==> config.mk <==
export PLATFORM = sky130hd
export DESIGN_NAME = blake2_block_ctrl_flat
export DESIGN_NICKNAME = d
export VERILOG_FILES = /design/src/rtl/blake2_block_ctrl_if.sv /design/src/rtl/blake2_block_ctrl.sv /design/src/flat_wrapper.sv
export SDC_FILE = /design/constraint.sdc
export NUM_CORES = 1
export LEC_CHECK = 0
export BUFFER_PORTS_ARGS = -buffer_cell sky130_fd_sc_hd__buf_2
export CAP_MARGIN = 30
export CORE_UTILIZATION = 50
export DETAILED_ROUTE_END_ITERATION = 10
export GPL_ROUTABILITY_DRIVEN = 0
export PLACE_DENSITY_LB_ADDON = 0.25
export SLEW_MARGIN = 5
export SYNTH_ARGS = -nofsm -noshare
export SYNTH_HDL_FRONTEND = slang
export SYNTH_SLANG_ARGS = --single-unit
==> constraint.sdc <==
create_clock -name clk -period 7.6 [get_ports clk]
set_input_delay 0 -clock clk [delete_from_list [all_inputs] [get_ports clk]]
set_output_delay 0 -clock clk [all_outputs]
set_load 0.02 [all_outputs]
==> src/rtl/blake2_block_ctrl_if.sv <==
// blake2_block_ctrl_if: controller bus; byte stream in (kk/nn/ll, data, idx, block flags, ready/err), core message writes, start/first/last/t, done, digest index/byte and digest stream out
interface blake2_block_ctrl_if;
  logic [5:0]  kk_i;
  logic [5:0]  nn_i;
  logic [63:0] ll_i;
  logic        data_v_i;
  logic [7:0]  data_i;
  logic [5:0]  data_idx_i;
  logic        block_first_i;
  logic        block_last_i;
  logic        ready_o;
  logic        err_o;
  logic        msg_we_o;
  logic [5:0]  msg_idx_o;
  logic [7:0]  msg_byte_o;
  logic        core_start_o;
  logic        core_first_o;
  logic        core_last_o;
  logic [63:0] core_t_o;
  logic        core_done_i;
  logic [4:0]  hash_idx_o;
  logic [7:0]  hash_byte_i;
  logic        hash_v_o;
  logic [7:0]  hash_o;
  modport slave (
    input  kk_i, nn_i, ll_i, data_v_i, data_i, data_idx_i, block_first_i, block_last_i, core_done_i, hash_byte_i,
    output ready_o, err_o, msg_we_o, msg_idx_o, msg_byte_o, core_start_o, core_first_o, core_last_o, core_t_o,
           hash_idx_o, hash_v_o, hash_o
  );
  modport master (
    output kk_i, nn_i, ll_i, data_v_i, data_i, data_idx_i, block_first_i, block_last_i, core_done_i, hash_byte_i,
    input  ready_o, err_o, msg_we_o, msg_idx_o, msg_byte_o, core_start_o, core_first_o, core_last_o, core_t_o,
           hash_idx_o, hash_v_o, hash_o
  );
endinterface

==> src/rtl/blake2_block_ctrl.sv <==
// blake2_block_ctrl: BLAKE2s block sequencer; ports clk, nreset (sync active-low), bus (slave: message bytes in, core buffer writes + start/first/last/t, done in, digest bytes out)
module blake2_block_ctrl #(
  parameter int BB = 64,
  parameter int HB = 32
) (
  input logic clk,
  input logic nreset,
  blake2_block_ctrl_if.slave bus
);
  localparam int IW = $clog2(BB);
  localparam int HW = $clog2(HB);
  typedef enum logic [2:0] {IDLE, PAD, START, BUSY, OUT} state_t;
  state_t state, state_n;
  logic [63:0] t, ll_total, t_next;
  logic msg_first, last_q, accept, end_a, end_b, blk_end, last_n, pad_done, hash_done;
  logic [IW-1:0] pad_idx;
  logic [HW-1:0] hash_idx, hash_last;
  assign ll_total = bus.ll_i + (bus.kk_i != '0 ? 64'(BB) : 64'd0);
  assign accept = state == IDLE && bus.data_v_i;
  assign end_a = bus.data_idx_i == IW'(BB - 1);
  assign end_b = bus.block_last_i && t + 64'(bus.data_idx_i) + 64'd1 >= ll_total;
  assign blk_end = accept && (end_a || end_b);
  assign last_n = end_b || (end_a && bus.block_last_i && t + 64'(BB) == ll_total);
  assign t_next = last_q ? ll_total : t + 64'(BB);
  assign pad_done = pad_idx == IW'(BB - 1);
  assign hash_last = bus.nn_i == '0 ? '0 : HW'(bus.nn_i - 6'd1);
  assign hash_done = hash_idx == hash_last;
  assign bus.ready_o = state == IDLE && !blk_end;
  assign bus.core_start_o = state == START;
  assign bus.core_first_o = state == START && msg_first;
  assign bus.core_last_o = state == START && last_q;
  assign bus.core_t_o = t_next;
  assign bus.hash_idx_o = hash_idx;
  always_ff @(posedge clk) state <= !nreset ? IDLE : state_n;
  always_comb begin
    state_n = state;
    state_n = state == IDLE && blk_end ? (end_a ? START : PAD) :
              state == PAD && pad_done ? START :
              state == START ? BUSY :
              state == BUSY && bus.core_done_i ? (last_q ? OUT : IDLE) :
              state == OUT && hash_done ? IDLE : state;
  end
  always_ff @(posedge clk) begin
    if (!nreset) begin
      t <= '0;
      msg_first <= 1'b1;
      last_q <= 1'b0;
      pad_idx <= '0;
      hash_idx <= '0;
      bus.err_o <= 1'b0;
      bus.msg_we_o <= 1'b0;
      bus.msg_idx_o <= '0;
      bus.msg_byte_o <= '0;
      bus.hash_v_o <= 1'b0;
      bus.hash_o <= '0;
    end else begin
      bus.msg_we_o <= accept || state == PAD;
      if (accept) begin
        bus.msg_idx_o <= bus.data_idx_i;
        bus.msg_byte_o <= ll_total == '0 ? 8'h00 : bus.data_i;
      end else if (state == PAD) begin
        bus.msg_idx_o <= pad_idx;
        bus.msg_byte_o <= 8'h00;
      end
      if (blk_end) last_q <= last_n;
      pad_idx <= blk_end ? bus.data_idx_i + IW'(1) : state == PAD ? pad_idx + IW'(1) : pad_idx;
      if (bus.data_v_i && state != IDLE) bus.err_o <= 1'b1;
      bus.hash_v_o <= state == OUT;
      if (state == OUT) begin
        bus.hash_o <= bus.hash_byte_i;
        hash_idx <= hash_done ? '0 : hash_idx + HW'(1);
      end
      if (state == START) begin
        t <= t_next;
        msg_first <= 1'b0;
      end else if (state == OUT && hash_done) begin
        t <= '0;
        msg_first <= 1'b1;
      end
    end
  end
endmodule
==> src/flat_wrapper.sv <==
// flat-port wrapper written by rule: the top's interface ports become plain ports
module blake2_block_ctrl_flat 
#(
  parameter int BB = 64,
  parameter int HB = 32
)
  (clk, nreset, bus_kk_i, bus_nn_i, bus_ll_i, bus_data_v_i, bus_data_i, bus_data_idx_i, bus_block_first_i, bus_block_last_i, bus_core_done_i, bus_hash_byte_i, bus_ready_o, bus_err_o, bus_msg_we_o, bus_msg_idx_o, bus_msg_byte_o, bus_core_start_o, bus_core_first_o, bus_core_last_o, bus_core_t_o, bus_hash_idx_o, bus_hash_v_o, bus_hash_o);
  blake2_block_ctrl_if bus_i ();
  input logic clk;
  input logic nreset;
  input wire logic [$bits(bus_i.kk_i)-1:0] bus_kk_i;
  input wire logic [$bits(bus_i.nn_i)-1:0] bus_nn_i;
  input wire logic [$bits(bus_i.ll_i)-1:0] bus_ll_i;
  input wire logic [$bits(bus_i.data_v_i)-1:0] bus_data_v_i;
  input wire logic [$bits(bus_i.data_i)-1:0] bus_data_i;
  input wire logic [$bits(bus_i.data_idx_i)-1:0] bus_data_idx_i;
  input wire logic [$bits(bus_i.block_first_i)-1:0] bus_block_first_i;
  input wire logic [$bits(bus_i.block_last_i)-1:0] bus_block_last_i;
  input wire logic [$bits(bus_i.core_done_i)-1:0] bus_core_done_i;
  input wire logic [$bits(bus_i.hash_byte_i)-1:0] bus_hash_byte_i;
  output wire logic [$bits(bus_i.ready_o)-1:0] bus_ready_o;
  output wire logic [$bits(bus_i.err_o)-1:0] bus_err_o;
  output wire logic [$bits(bus_i.msg_we_o)-1:0] bus_msg_we_o;
  output wire logic [$bits(bus_i.msg_idx_o)-1:0] bus_msg_idx_o;
  output wire logic [$bits(bus_i.msg_byte_o)-1:0] bus_msg_byte_o;
  output wire logic [$bits(bus_i.core_start_o)-1:0] bus_core_start_o;
  output wire logic [$bits(bus_i.core_first_o)-1:0] bus_core_first_o;
  output wire logic [$bits(bus_i.core_last_o)-1:0] bus_core_last_o;
  output wire logic [$bits(bus_i.core_t_o)-1:0] bus_core_t_o;
  output wire logic [$bits(bus_i.hash_idx_o)-1:0] bus_hash_idx_o;
  output wire logic [$bits(bus_i.hash_v_o)-1:0] bus_hash_v_o;
  output wire logic [$bits(bus_i.hash_o)-1:0] bus_hash_o;
  assign bus_i.kk_i = bus_kk_i;
  assign bus_i.nn_i = bus_nn_i;
  assign bus_i.ll_i = bus_ll_i;
  assign bus_i.data_v_i = bus_data_v_i;
  assign bus_i.data_i = bus_data_i;
  assign bus_i.data_idx_i = bus_data_idx_i;
  assign bus_i.block_first_i = bus_block_first_i;
  assign bus_i.block_last_i = bus_block_last_i;
  assign bus_i.core_done_i = bus_core_done_i;
  assign bus_i.hash_byte_i = bus_hash_byte_i;
  assign bus_ready_o = bus_i.ready_o;
  assign bus_err_o = bus_i.err_o;
  assign bus_msg_we_o = bus_i.msg_we_o;
  assign bus_msg_idx_o = bus_i.msg_idx_o;
  assign bus_msg_byte_o = bus_i.msg_byte_o;
  assign bus_core_start_o = bus_i.core_start_o;
  assign bus_core_first_o = bus_i.core_first_o;
  assign bus_core_last_o = bus_i.core_last_o;
  assign bus_core_t_o = bus_i.core_t_o;
  assign bus_hash_idx_o = bus_i.hash_idx_o;
  assign bus_hash_v_o = bus_i.hash_v_o;
  assign bus_hash_o = bus_i.hash_o;
  blake2_block_ctrl #(.BB(BB), .HB(HB)) u_core (.clk(clk), .nreset(nreset), .bus(bus_i));
endmodule
==> results.cfg <==
[grt]
grt_pass1_wl_um = 61200
grt_pass1_vias = 11400
use_met3_pct = 5.67
grt.overflow.total = 0
top_usage_layer = met2
antenna_found_initial = 1
use_met2_pct = 53.6
grt_max_degree = 75
use_met1_pct = 41.2
grt_usage_pct = 32.6

[floorplanning]
die_height_um = 153
start_util_pct = 51.7
coreArea_sq_mm = 0.0221
io_pins = 202
die_w_um = 153
std_cell_rows = 54
fp.dieArea_sq_mm = 0.0235

[cells_and_area]
area_delta_synth_final_pct = 14.1
n_antenna_cell = 0
final_layout_size_suffix_gt1_share_pct = 15.2
mostFrequentLayoutCells = buf_2, nand2_1, xnor2_1
final_common_cell = buf_2
final_core_util_pct = 59.0
multi_input_area_sq_mm = 0.00879
seqCellArea_sq_mm = 0.00210
nets = 1894
nFillCells = 2063

[run]
cap_violations = 0

[logic_synthesis]
syn_inst = 1563
synth_edf_count = 0
syn_nets = 1744
ys_seq_area_share_pct = 18.4
synthArstFlopShare_pct = 0
synthFlopType = dfxtp_1
ys_seq_elements = 105
avgSynthCellArea_sq_um = 7.31
synth_cell_type_count = 73
syn_area_sq_mm = 0.0114
yosysWarnings = 0

[clocking]
clock-root-buffer = clkbuf_16
cts_htree_levels = 3
cts_resized = 0
insertion_delay_ns = 0.38
clock-sinks = 105
clkTransAtPathRegs_ns = 0.09
holdBufCountCts = 24
cts_tree = done
clk_path_buf_depth = 2
postCtsSetupRepairBufs = 0
numCtsBuffers = 9

[route]
remaining_drc_errors = 0
ant_nets = 0
vias = 12400
wirelength_um = 38900
viasPerCell = 6.21
dr.pass1.iters = 7
wire_per_inst_um = 19.5
drt-initial-drc-count = 1236

[sta]
finalMaxSlewViolations = 0
finClkSkew_ns = 0.0120
hold_violations = 0
slew_headroom_pct = 32.4
setup_violations = 0
hold-worst-slack_ns = 0.0351
setup_tns_ns = 0
post-route-period-util_pct = 84.6
period_needed_ns = 6.43
layout_setup_ws_ns = 1.17
fmax_ghz = 0.155
tightest_slew_ns = 1.01
grt_setup_unrepaired = no

[pwr]
p_leak_nw = 5.49
total_power_mw = 1.29
power_per_cell_area_mw_per_mm2 = 98.5
peakVddDrop_mv = 0.101

[place]
dp_hpwl_um = 29000
pre_cts_slack_ns = 1.11
port_buffers = 200

[critical_path]
crit_arrival_ns = 6.70
crit_buf_inv = 0
cp_top_family = simple AND/OR/NAND/NOR gates
worstPathRequired_ns = 7.87
critPathCaptureType = flop
critPathMostFrequentCell = nand4_1
crit_slowest_cell = nor4_1
crit_type = flop to flop
path_max_fanout = 9
cp-start-kind = flop
crit_path_cell_trace = nand4_1, or4_1, or2_2, nor3_1, nand4_1, xnor2_1, ha_1, nand4_1, nor4_1, nand4_1, nor4_1, a21oi_1, a211oi_2, mux2_2, ha_1, a21boi_0, nor2b_1, o31a_1
slowest_delay_ns = 0.71

[run_status]
status = finished clean

[hold_path]
hp-class = input pin to flop
## per-stage QoR
stage	instance area, sq um	instances
after global placement	12500	1955
after global routing	13000	1998
after detailed placement	12500	1955
after floorplan	11400	1563
final	13000	1998
after CTS	13000	1995
## final cells by class
cell class / count / share of cell area [%]
Clock buffer: 9 / 1.73
Clock inverter: 7 / 0.633
Inverter: 34 / 0.979
Multi-Input combinational cell: 1322 / 67.4
Sequential cell: 105 / 16.1
Tap cell: 280 / 2.69
Timing Repair Buffer: 241 / 10.5
## registers in the layout, indices dropped and copies added, names as in the netlist
name                   cells
u_core.bus.hash_o          8
u_core.last_q              1
u_core.bus.hash_v_o        1
u_core.bus.msg_byte_o      8
u_core.msg_first           1
u_core.pad_idx             6
u_core.bus.msg_idx_o       6
u_core.bus.msg_we_o        1
u_core.state               3
u_core.bus.err_o           1
u_core.bus.hash_idx_o      5
u_core.t                  64
## cells by family after synthesis
kind of cell    share of synthesized area, %
flops                                   18.4
simple gates                            32.8
buf+inv                                 4.75
fa+ha+maj                               8.50
mux                                     3.86
compound gates                          12.5
xor+xnor                                19.2
## report_power, final
group	internal, mW	switching (mW)	leakage [nW]
clock	0.237	0.267	0.148
combinational	0.0874	0.135	4.50
sequential	0.555	0.00319	0.849
## synthesized netlist by cell type (all sizes together) (8+ instances only)
library cell,instances,area share [%]
xor2,99,7.6
nand3,123,5.4
ha,76,8.3
or4,12,0.82
nor2b,8,0.44
and3,41,2.3
xnor2,136,10
mux2,8,0.79
a21oi,135,5.9
and4,26,2.0
clkbuf,74,2.5
nand4,83,4.7
a211oi,17,1.1
o21ai,30,1.3
buf,28,1.2
nand2b,12,0.66
nor4,41,2.5
dfxtp,105,18
nor3,54,2.4
nand2,175,5.7
mux2i,35,3.1
nor2,117,3.8
and2,12,0.66
inv,33,1.1
a22o,9,0.69
## path summary, 6_finish.rpt
check             cells after the start                       to  slack [ns]            startpoint
hold / removal                        3  u_core.bus.msg_idx_o[3]        0.04     bus_data_idx_i[3]
hold reg to reg                       2     u_core.bus.hash_o[7]        0.46  u_core.bus.hash_o[7]
setup reg to reg                     18        u_core.pad_idx[4]        1.17          u_core.t[19]
setup / recovery                     18        u_core.pad_idx[4]        1.17          u_core.t[19]
## worst reg2reg max path, delay by kind of cell, from the launching register on
| family | cells | cell delay [ns] |
|---|---|---|
| compound gates | 4 | 1.10 |
| xor+xnor | 1 | 0.17 |
| fa+ha+maj | 2 | 0.54 |
| flops | 1 | 0.53 |
| mux | 1 | 0.39 |
| simple gates | 10 | 3.60 |
## layer usage
metal	wire [um]	share of wire [%]
met4	1650	4.2
met3	3010	7.7
met2	18000	46
met1	16300	42
met5	13	0.033
(Power assumes the default switching activity.)
